[src/rtl/muldiv_unit.sv]
// muldiv_unit: multi-cycle RV32M/RV64M execution unit.
// A multiply is held for MUL_STAGES cycles before its result is registered.
// A divide runs an iterative restoring divider that produces one quotient bit
// per cycle, then applies the operand signs in a separate fix-up cycle.
// The busy/done handshake lets the core's hazard logic stall the EX stage.
//
// Ports:
//   clk, rst        rising-edge clock, asynchronous active-high reset
//   start           request; taken only while busy=0 (IDLE or DONE)
//   funct3          M-extension operation select (mul..remu)
//   op_a, op_b      rs1/dividend and rs2/divisor, latched on accept
//   flush           synchronous abort; has priority over start
//   busy            high while an operation is in flight (MUL, DIV, FIX)
//   done            one-cycle pulse; result and div_zero are valid
//   result          operation result; updated only when an operation completes
//   div_zero        set for a div/rem whose divisor was zero
module muldiv_unit #(
  parameter int XLEN       = 32,
  parameter int MUL_STAGES = 2
) (
  input  logic            clk,
  input  logic            rst,
  input  logic            start,
  input  logic [2:0]      funct3,
  input  logic [XLEN-1:0] op_a,
  input  logic [XLEN-1:0] op_b,
  input  logic            flush,
  output logic            busy,
  output logic            done,
  output logic [XLEN-1:0] result,
  output logic            div_zero
);

  localparam int CNT_W = $clog2(((XLEN > MUL_STAGES) ? XLEN : MUL_STAGES) + 1);
  localparam logic [CNT_W-1:0] MUL_LAST = CNT_W'(MUL_STAGES - 1);
  localparam logic [CNT_W-1:0] DIV_LAST = CNT_W'(XLEN - 1);
  localparam logic [CNT_W-1:0] CNT_ONE  = CNT_W'(1);
  localparam logic [XLEN-1:0]  MIN_NEG  = {1'b1, {(XLEN-1){1'b0}}};

  typedef enum logic [2:0] {IDLE, MUL, DIV, FIX, DONE} state_t;

  state_t            state_q, state_d;
  logic [1:0]        op_q, op_d;
  logic [XLEN-1:0]   a_q, a_d;
  logic [XLEN-1:0]   b_q, b_d;
  logic [XLEN-1:0]   rem_q, rem_d;
  logic [CNT_W-1:0]  cnt_q, cnt_d;
  logic              quot_neg_q, quot_neg_d;
  logic              rem_neg_q, rem_neg_d;
  logic [XLEN-1:0]   result_q, result_d;
  logic              div_zero_q, div_zero_d;

  logic              a_signed, b_signed;
  logic [2*XLEN-1:0] mul_a_wide, mul_b_wide, product;
  logic [XLEN:0]     trial;
  logic              a_neg, b_neg;

  // State register. Everything returns to zero on reset so no stale result
  // or div_zero flag survives a reset in the middle of an operation.
  always_ff @(posedge clk or posedge rst) begin
    if (rst) begin
      state_q    <= IDLE;
      op_q       <= '0;
      a_q        <= '0;
      b_q        <= '0;
      rem_q      <= '0;
      cnt_q      <= '0;
      quot_neg_q <= 1'b0;
      rem_neg_q  <= 1'b0;
      result_q   <= '0;
      div_zero_q <= 1'b0;
    end else begin
      state_q    <= state_d;
      op_q       <= op_d;
      a_q        <= a_d;
      b_q        <= b_d;
      rem_q      <= rem_d;
      cnt_q      <= cnt_d;
      quot_neg_q <= quot_neg_d;
      rem_neg_q  <= rem_neg_d;
      result_q   <= result_d;
      div_zero_q <= div_zero_d;
    end
  end

  // Datapath helpers shared by the FSM. The multiply sign-extends each operand
  // to 2*XLEN so a plain unsigned product yields the right two's-complement
  // bits for every signedness mix. The divider compares the partial remainder
  // with the next dividend bit shifted in against the divisor; the top bit of
  // the difference is the borrow.
  always_comb begin
    a_signed   = (op_q != 2'b11);
    b_signed   = ~op_q[1];
    mul_a_wide = {{XLEN{a_signed & a_q[XLEN-1]}}, a_q};
    mul_b_wide = {{XLEN{b_signed & b_q[XLEN-1]}}, b_q};
    product    = mul_a_wide * mul_b_wide;
    trial      = {rem_q, a_q[XLEN-1]} - {1'b0, b_q};
  end

  // Next-state and datapath update. During a divide, a_q holds the shifting
  // dividend/quotient. Divide special cases are resolved on acceptance.
  // They still pass through FIX, so every divide-class result is registered
  // at the same point.
  always_comb begin
    state_d    = state_q;
    op_d       = op_q;
    a_d        = a_q;
    b_d        = b_q;
    rem_d      = rem_q;
    cnt_d      = cnt_q;
    quot_neg_d = quot_neg_q;
    rem_neg_d  = rem_neg_q;
    result_d   = result_q;
    div_zero_d = div_zero_q;
    a_neg      = 1'b0;
    b_neg      = 1'b0;

    if (flush) begin
      state_d = IDLE;
    end else begin
      case (state_q)
        IDLE, DONE: begin
          state_d = IDLE;
          if (start) begin
            op_d       = funct3[1:0];
            div_zero_d = 1'b0;
            if (!funct3[2]) begin
              a_d     = op_a;
              b_d     = op_b;
              cnt_d   = MUL_LAST;
              state_d = MUL;
            end else begin
              a_neg      = ~funct3[0] & op_a[XLEN-1];
              b_neg      = ~funct3[0] & op_b[XLEN-1];
              quot_neg_d = 1'b0;
              rem_neg_d  = 1'b0;
              cnt_d      = DIV_LAST;
              state_d    = FIX;
              // Special cases load the final quotient into a_q and the final
              // remainder into rem_q with no sign fix-up pending.
              if (op_b == '0) begin
                a_d        = '1;
                rem_d      = op_a;
                div_zero_d = 1'b1;
              end else if (~funct3[0] && (op_a == MIN_NEG) && (op_b == '1)) begin
                a_d   = op_a;
                rem_d = '0;
              end else begin
                a_d        = a_neg ? -op_a : op_a;
                b_d        = b_neg ? -op_b : op_b;
                rem_d      = '0;
                quot_neg_d = a_neg ^ b_neg;
                rem_neg_d  = a_neg;
                state_d    = DIV;
              end
            end
          end
        end

        MUL: begin
          if (cnt_q == '0) begin
            result_d = (op_q == 2'b00) ? product[XLEN-1:0] : product[2*XLEN-1:XLEN];
            state_d  = DONE;
          end else begin
            cnt_d = cnt_q - CNT_ONE;
          end
        end

        DIV: begin
          if (!trial[XLEN]) begin
            rem_d = trial[XLEN-1:0];
            a_d   = {a_q[XLEN-2:0], 1'b1};
          end else begin
            rem_d = {rem_q[XLEN-2:0], a_q[XLEN-1]};
            a_d   = {a_q[XLEN-2:0], 1'b0};
          end
          if (cnt_q == '0) begin
            state_d = FIX;
          end else begin
            cnt_d = cnt_q - CNT_ONE;
          end
        end

        FIX: begin
          if (op_q[1]) begin
            result_d = rem_neg_q ? -rem_q : rem_q;
          end else begin
            result_d = quot_neg_q ? -a_q : a_q;
          end
          state_d = DONE;
        end

        default: state_d = IDLE;
      endcase
    end
  end

  assign busy     = (state_q == MUL) || (state_q == DIV) || (state_q == FIX);
  assign done     = (state_q == DONE);
  assign result   = result_q;
  assign div_zero = div_zero_q;

endmodule

[config.mk]
export PLATFORM = sky130hd
export DESIGN_NAME = muldiv_unit
export DESIGN_NICKNAME = d
export VERILOG_FILES = /design/src/rtl/muldiv_unit.sv
export SDC_FILE = /design/constraint.sdc
export NUM_CORES = 2
export LEC_CHECK = 0
export BUFFER_PORTS_ARGS = -buffer_cell sky130_fd_sc_hd__buf_2
export CORE_MARGIN = 4
export CORE_UTILIZATION = 55
export CTS_CLUSTER_SIZE = 30
export DETAILED_ROUTE_END_ITERATION = 6
export GPL_TIMING_DRIVEN = 0
export MAX_ROUTING_LAYER = met4
export PLACE_DENSITY = 0.86
export SLEW_MARGIN = 20
export SYNTH_ARGS = -nofsm -noshare
export SYNTH_HDL_FRONTEND = slang
export SYNTH_SLANG_ARGS = --single-unit
export TNS_END_PERCENT = 10
[constraint.sdc]
create_clock -name clk -period 8 [get_ports clk]
set_input_delay 1.6 -clock clk [delete_from_list [all_inputs] [get_ports clk]]
set_output_delay 1.6 -clock clk [all_outputs]
set_load 0.1 [all_outputs]
# Word level (Yosys, flattened, before mapping)
# Cells that the tools add are included.
# op_classes
n_reduce_logical,21
n_addsub,6
muxes,40
n_bitwise,8
mul,1
eq_ne,15
order_cmp,0
shift,0
div,0
# ops
operator,n
$mux 32,18
$pmux 32 s2,3
$neg 32->32,4
$eq 32x32->1 const B,2
$mul 33x33->64,1
$sub 33x32->33,1
$logic_not 32->1,1
$ne 2x2->1 const B,7
$mux 6,2
$pmux 3 s4,1
$pmux 6 s2,1
$reduce_and 4->1,3
$mux 1,9
$mux 3,3
$reduce_and 3->1,3
$eq 3x2->1 const B,2
$logic_not 6->1,1
$ne 3x3->1 const B,2
$reduce_bool 2->1,3
$sub 6x1->6 const B,1
$mux 5,1
$reduce_and 5->1,1
$and 1x1->1,4
$mux 2,2
other kinds (10),15
# word_totals
ramBits,0
wordCells,101
latch_bits,0
register_bits,142
mem_bits_ro,0
memories,0

# Longest topological paths before layout
# logic_depth
depth_word,9
depth_mapped,32

# Worst setup path after synthesis
# No wires, ideal clock.
# synth_path
path_type,reg-to-reg
start,reg a_q[31]
end,"reg result_q[31], in the netlist result[31]"
slack_ps,-426
n_path_buf,3
setup_ps,110
arrival_ps,8316
stages_incl_launch_ff,31
path_cell_list,dfrtp_1 -> clkbuf_1 -> inv_1 -> a21oi_1 -> clkbuf_1 -> clkbuf_1 -> nand2_1 -> fa_1 -> fa_1 -> inv_1 -> fa_1 -> inv_1 -> fa_1 -> inv_1 -> fa_1 -> fa_1 -> inv_1 -> fa_1 -> fa_1 -> inv_1 -> ha_1 -> a21o_1 -> a21o_1 -> a21oi_1 -> and2_1 -> nand3_1 -> o21ai_0 -> o21ai_0 -> xnor2_1 -> nor2_1 -> o41ai_1
# synth_via
elab_chain_len,5
# synth_lines
element,line,rtl
from (decl),44,"logic [XLEN-1:0] a_q, a_d;"
from (signal assigned),64,a_q <= '0;
from (signal assigned),75,a_q <= a_d;
$and 1x1->1,94,"mul_a_wide = {{XLEN{a_signed & a_q[XLEN-1]}}, a_q};"
$mul 33x33->64,96,product = mul_a_wide * mul_b_wide;
$mux 32,162,result_d = (op_q == 2'b00) ? product[XLEN-1:0] : product[2*XLEN-1:XLEN];
$mux 32,161,if (cnt_q == '0) begin
$pmux 32 s2 (*),121,case (state_q)
to (signal assigned),81,result_q <= result_d;
to (decl),50,"logic [XLEN-1:0] result_q, result_d;"
# Mark *: on every way between the ends. The rest lies on a longest branch, timed or not. The select of a mux whose other input is x is not followed.
# A chain may end at the register's enable or synchronous reset.

# Worst setup path after layout
# layout_path
start,reg a_q[31]
end,"reg result_q[22], in the netlist result[22]"
# layout_via
elab_chain_len,5
# layout_lines
element,line
$and 1x1->1,94
$mul 33x33->64 (*),96
$mux 32 (*),162
$mux 32 (*),161
$pmux 32 s2 (*),121
# Marks and branches as above.

==> results.yml <==
status:
  status: "finished, violations left"
  violations: "negative setup slack"
critical_path:
  cp-startpoint: "a_q[31]$_DFFE_PP0P_"
  cp.arrival_ns: 8.70
  reg2reg_from: "a_q[31]$_DFFE_PP0P_"
  slowest_stage: "fa_2"
  critical_path.max_fanout: 7
  crit_type: "reg2reg"
  cp-end-kind: "register"
  cp_common_cell: "fa_1"
  slowest_delay_ns: 0.64
  start_kind: "register"
  crit_required_ns: 8.39
detailed_routing:
  vias: 42800
  drc: 0
  viasPerCell: 6.14
  dr.pass1.iters: 6
  post_drt_wl_per_cell_um: 31.6
  antenna_left: 0
  wirelength_um: 220000
  dr.first_iter.drc_count: 5204
logic_synthesis:
  synth_seq_cells: 142
  yosysTopAreaCell: "fa_1"
  synth_edf_count: 0
  synth_flop_cell: "dfrtp_1"
  yosysTopAreaCellShare: 0.463
  avgSynthCellArea_um2: 8.78
  synth_commonest_cells: "inv_1, fa_1, nand2_1"
  synth.yosys.seq_area_share: 0.0730
  syn_area_um2: 48700
  synth.net_count: 6999
  synth.distinct_cells: 78
  synth_most_common_cell: "inv_1"
  synth_area_leaders: "fa_1, inv_1, dfrtp_1"
  yosys_warnings: 0
  synthArstFlopShare: 1.00
  syn_inst: 5550
timing:
  slew_headroom: 0.172
  fin_worst_skew_ns: 0.0155
  drv_slew: 0
  hold_violations: 0
  setup_viol: 20
  grt_setup_unrepaired: "true"
  finalCritPeriodShare: 1.04
  min_period_ns: 8.31
  max_freq_mhz: 120
  finalWorstSetupSlack_ns: -0.309
  tightest_slew_ns: 1.24
place:
  dp.cells: 6809
  pre_cts_ws_ns: -2.60
  place_congestion: 1.11
  place_area_um2: 50800
  hpwlAfterDp_um: 178000
  port_buffers: 103
cts:
  cts_hold_buf: 0
  htree_levels: 4
  tritoncts: "yes"
  ctsRootBufferMaster: "clkbuf_16"
  clk_latency_ns: 0.47
  clockBufferDepth: 2
  path_clk_slew_ns: 0.07
  cts.sinks: 142
  cts-buffers-inserted: 17
global_route:
  antenna_found_initial: 32
  grt_pass1_wl_um: 315000
  grtUsageTotal: 0.491
  grt_max_degree: 97
  grt_pass1_vias: 44700
  grt_overflow: 0
worst_hold_path:
  hp-class: "reg2reg"
  hp-start: "cnt_q[5]$_DFFE_PP0P_"
job:
  cap_violations: 0
die:
  die_x_um: 306
  io_pins: 106
  initial_core_util: 0.558
  dieArea_um2: 93400
  coreArea_um2: 87300
  row_count: 108
  fp.dieH_um: 306
final_layout:
  nNetsFinal: 7205
  seq_area_um2: 3670
  final_cells: 6973
  fin_area_um2: 54900
  multi_input_area_um2: 40700
  drive_gt1_frac: 0.131
  fin_util: 0.629
  fillers: 7451
  area_delta_synth_final_pct: 12.7
## timing repair
item / 4_1_cts / 5_1_grt
pin swaps: 73 / 76
setup buffers: 90 / 26
gates cloned: 1 / 0
resized for setup: 709 / 125
endpoints found under the setup margin: 32 / 32
## sequential cells by signal, summed over array words and instances (netlist names)
register	count
a_q	32
b_q	32
rem_q	32
result	32
cnt_q	6
state_q	3
op_q	2
div_zero	1
quot_neg_q	1
rem_neg_q	1
## layout by cell type, fill, tap and decap left out, types with 18 or more instances in the layout
cell / count
inv_1: 1129
fa_1: 1095
nand2_1: 887
and2_1: 317
ha_1: 213
nor2_1: 193
o21ai_0: 154
a21oi_1: 130
buf_4: 125
buf_2: 120
xnor2_1: 119
dfrtp_1: 96
xor2_1: 77
o21ai_1: 66
clkbuf_4: 58
clkbuf_1: 52
diode_2: 49
clkbuf_8: 49
a21o_1: 41
o22ai_1: 40
clkbuf_2: 38
o31ai_1: 36
clkbuf_16: 35
fa_2: 31
nor3_1: 28
nand3_1: 28
mux2i_1: 25
a31oi_1: 24
dfrtp_2: 24
a21oi_2: 22
a22oi_1: 22
ha_4: 22
dfrtp_4: 22
nand2b_1: 20
nand4_1: 20
o41ai_1: 20
inv_2: 19
nor2b_1: 18
## routing by layer
metal	wire, um	vias to the layer above	global-route usage
met5	0	-	-
met4	19700	0	0.333
met3	32700	904	0.189
met2	90200	3249	0.673
met1	77500	21400	0.599
li1	-	17300	-
## worst paths after layout
path | slack, ns | cells after the start | to
setup / recovery | -0.31 | 28 | result[22]$_DFFE_PP0P_
min in group asynchronous | 1.13 | 2 | cnt_q[2]$_DFFE_PP0P_
max in group asynchronous | 6.02 | 3 | a_q[14]$_DFFE_PP0P_
setup reg to reg | -0.31 | 28 | result[22]$_DFFE_PP0P_
hold reg to reg | 0.48 | 1 | cnt_q[5]$_DFFE_PP0P_
hold / removal | 0.48 | 1 | cnt_q[5]$_DFFE_PP0P_
## cell families (layout without fill, tap and decap cells)
logic type	after synthesis	count (layout)	share of synthesized area
multiplexers	27	27	0.00568
other	0	49	0
AND/OR/NAND/NOR	1624	1624	0.153
AO/OA/AOI/OAI	697	697	0.0878
adder cells (fa/ha/maj)	1378	1378	0.528
flip-flops	142	142	0.0730
XOR/XNOR	216	216	0.0388
buffers and inverters	1466	1685	0.114
## worst max-delay path, delay by kind of cell, from the launching register on
family	cells	cell delay, ns
AOI/OAI and AO/OA	5	0.99
xor gates and xnor gates	1	0.48
adders and majority gates	9	4.62
buffers and inverters	9	0.91
DFF	1	0.39
and+or+nand+nor	4	0.79
## final cells by class
cell class / count / area share
clock inverter: 13 / 0.00237
antenna: 49 / 0.00223
timing repair buffer: 221 / 0.0285
multi-input combinational: 3942 / 0.742
inverter: 1156 / 0.0798
clock buffer: 19 / 0.00807
tap: 1155 / 0.0263
buffer: 276 / 0.0437
sequential: 142 / 0.0668
## per-stage QoR
stage / TNS, ns / hold WS [ns]
2_1_floorplan: 0 / 0.436
3_3_place_gp: -75.03 / 0.453
3_5_place_dp: -59.56 / 0.465
4_1_cts: -2.24 / 0.477
5_1_grt: -7.63 / 0.501
6_report: -3.43 / 0.481
Power is left out: the tool's default activity adds up to more than one toggle a clock period on the data nets, which glitch-free logic cannot reach.
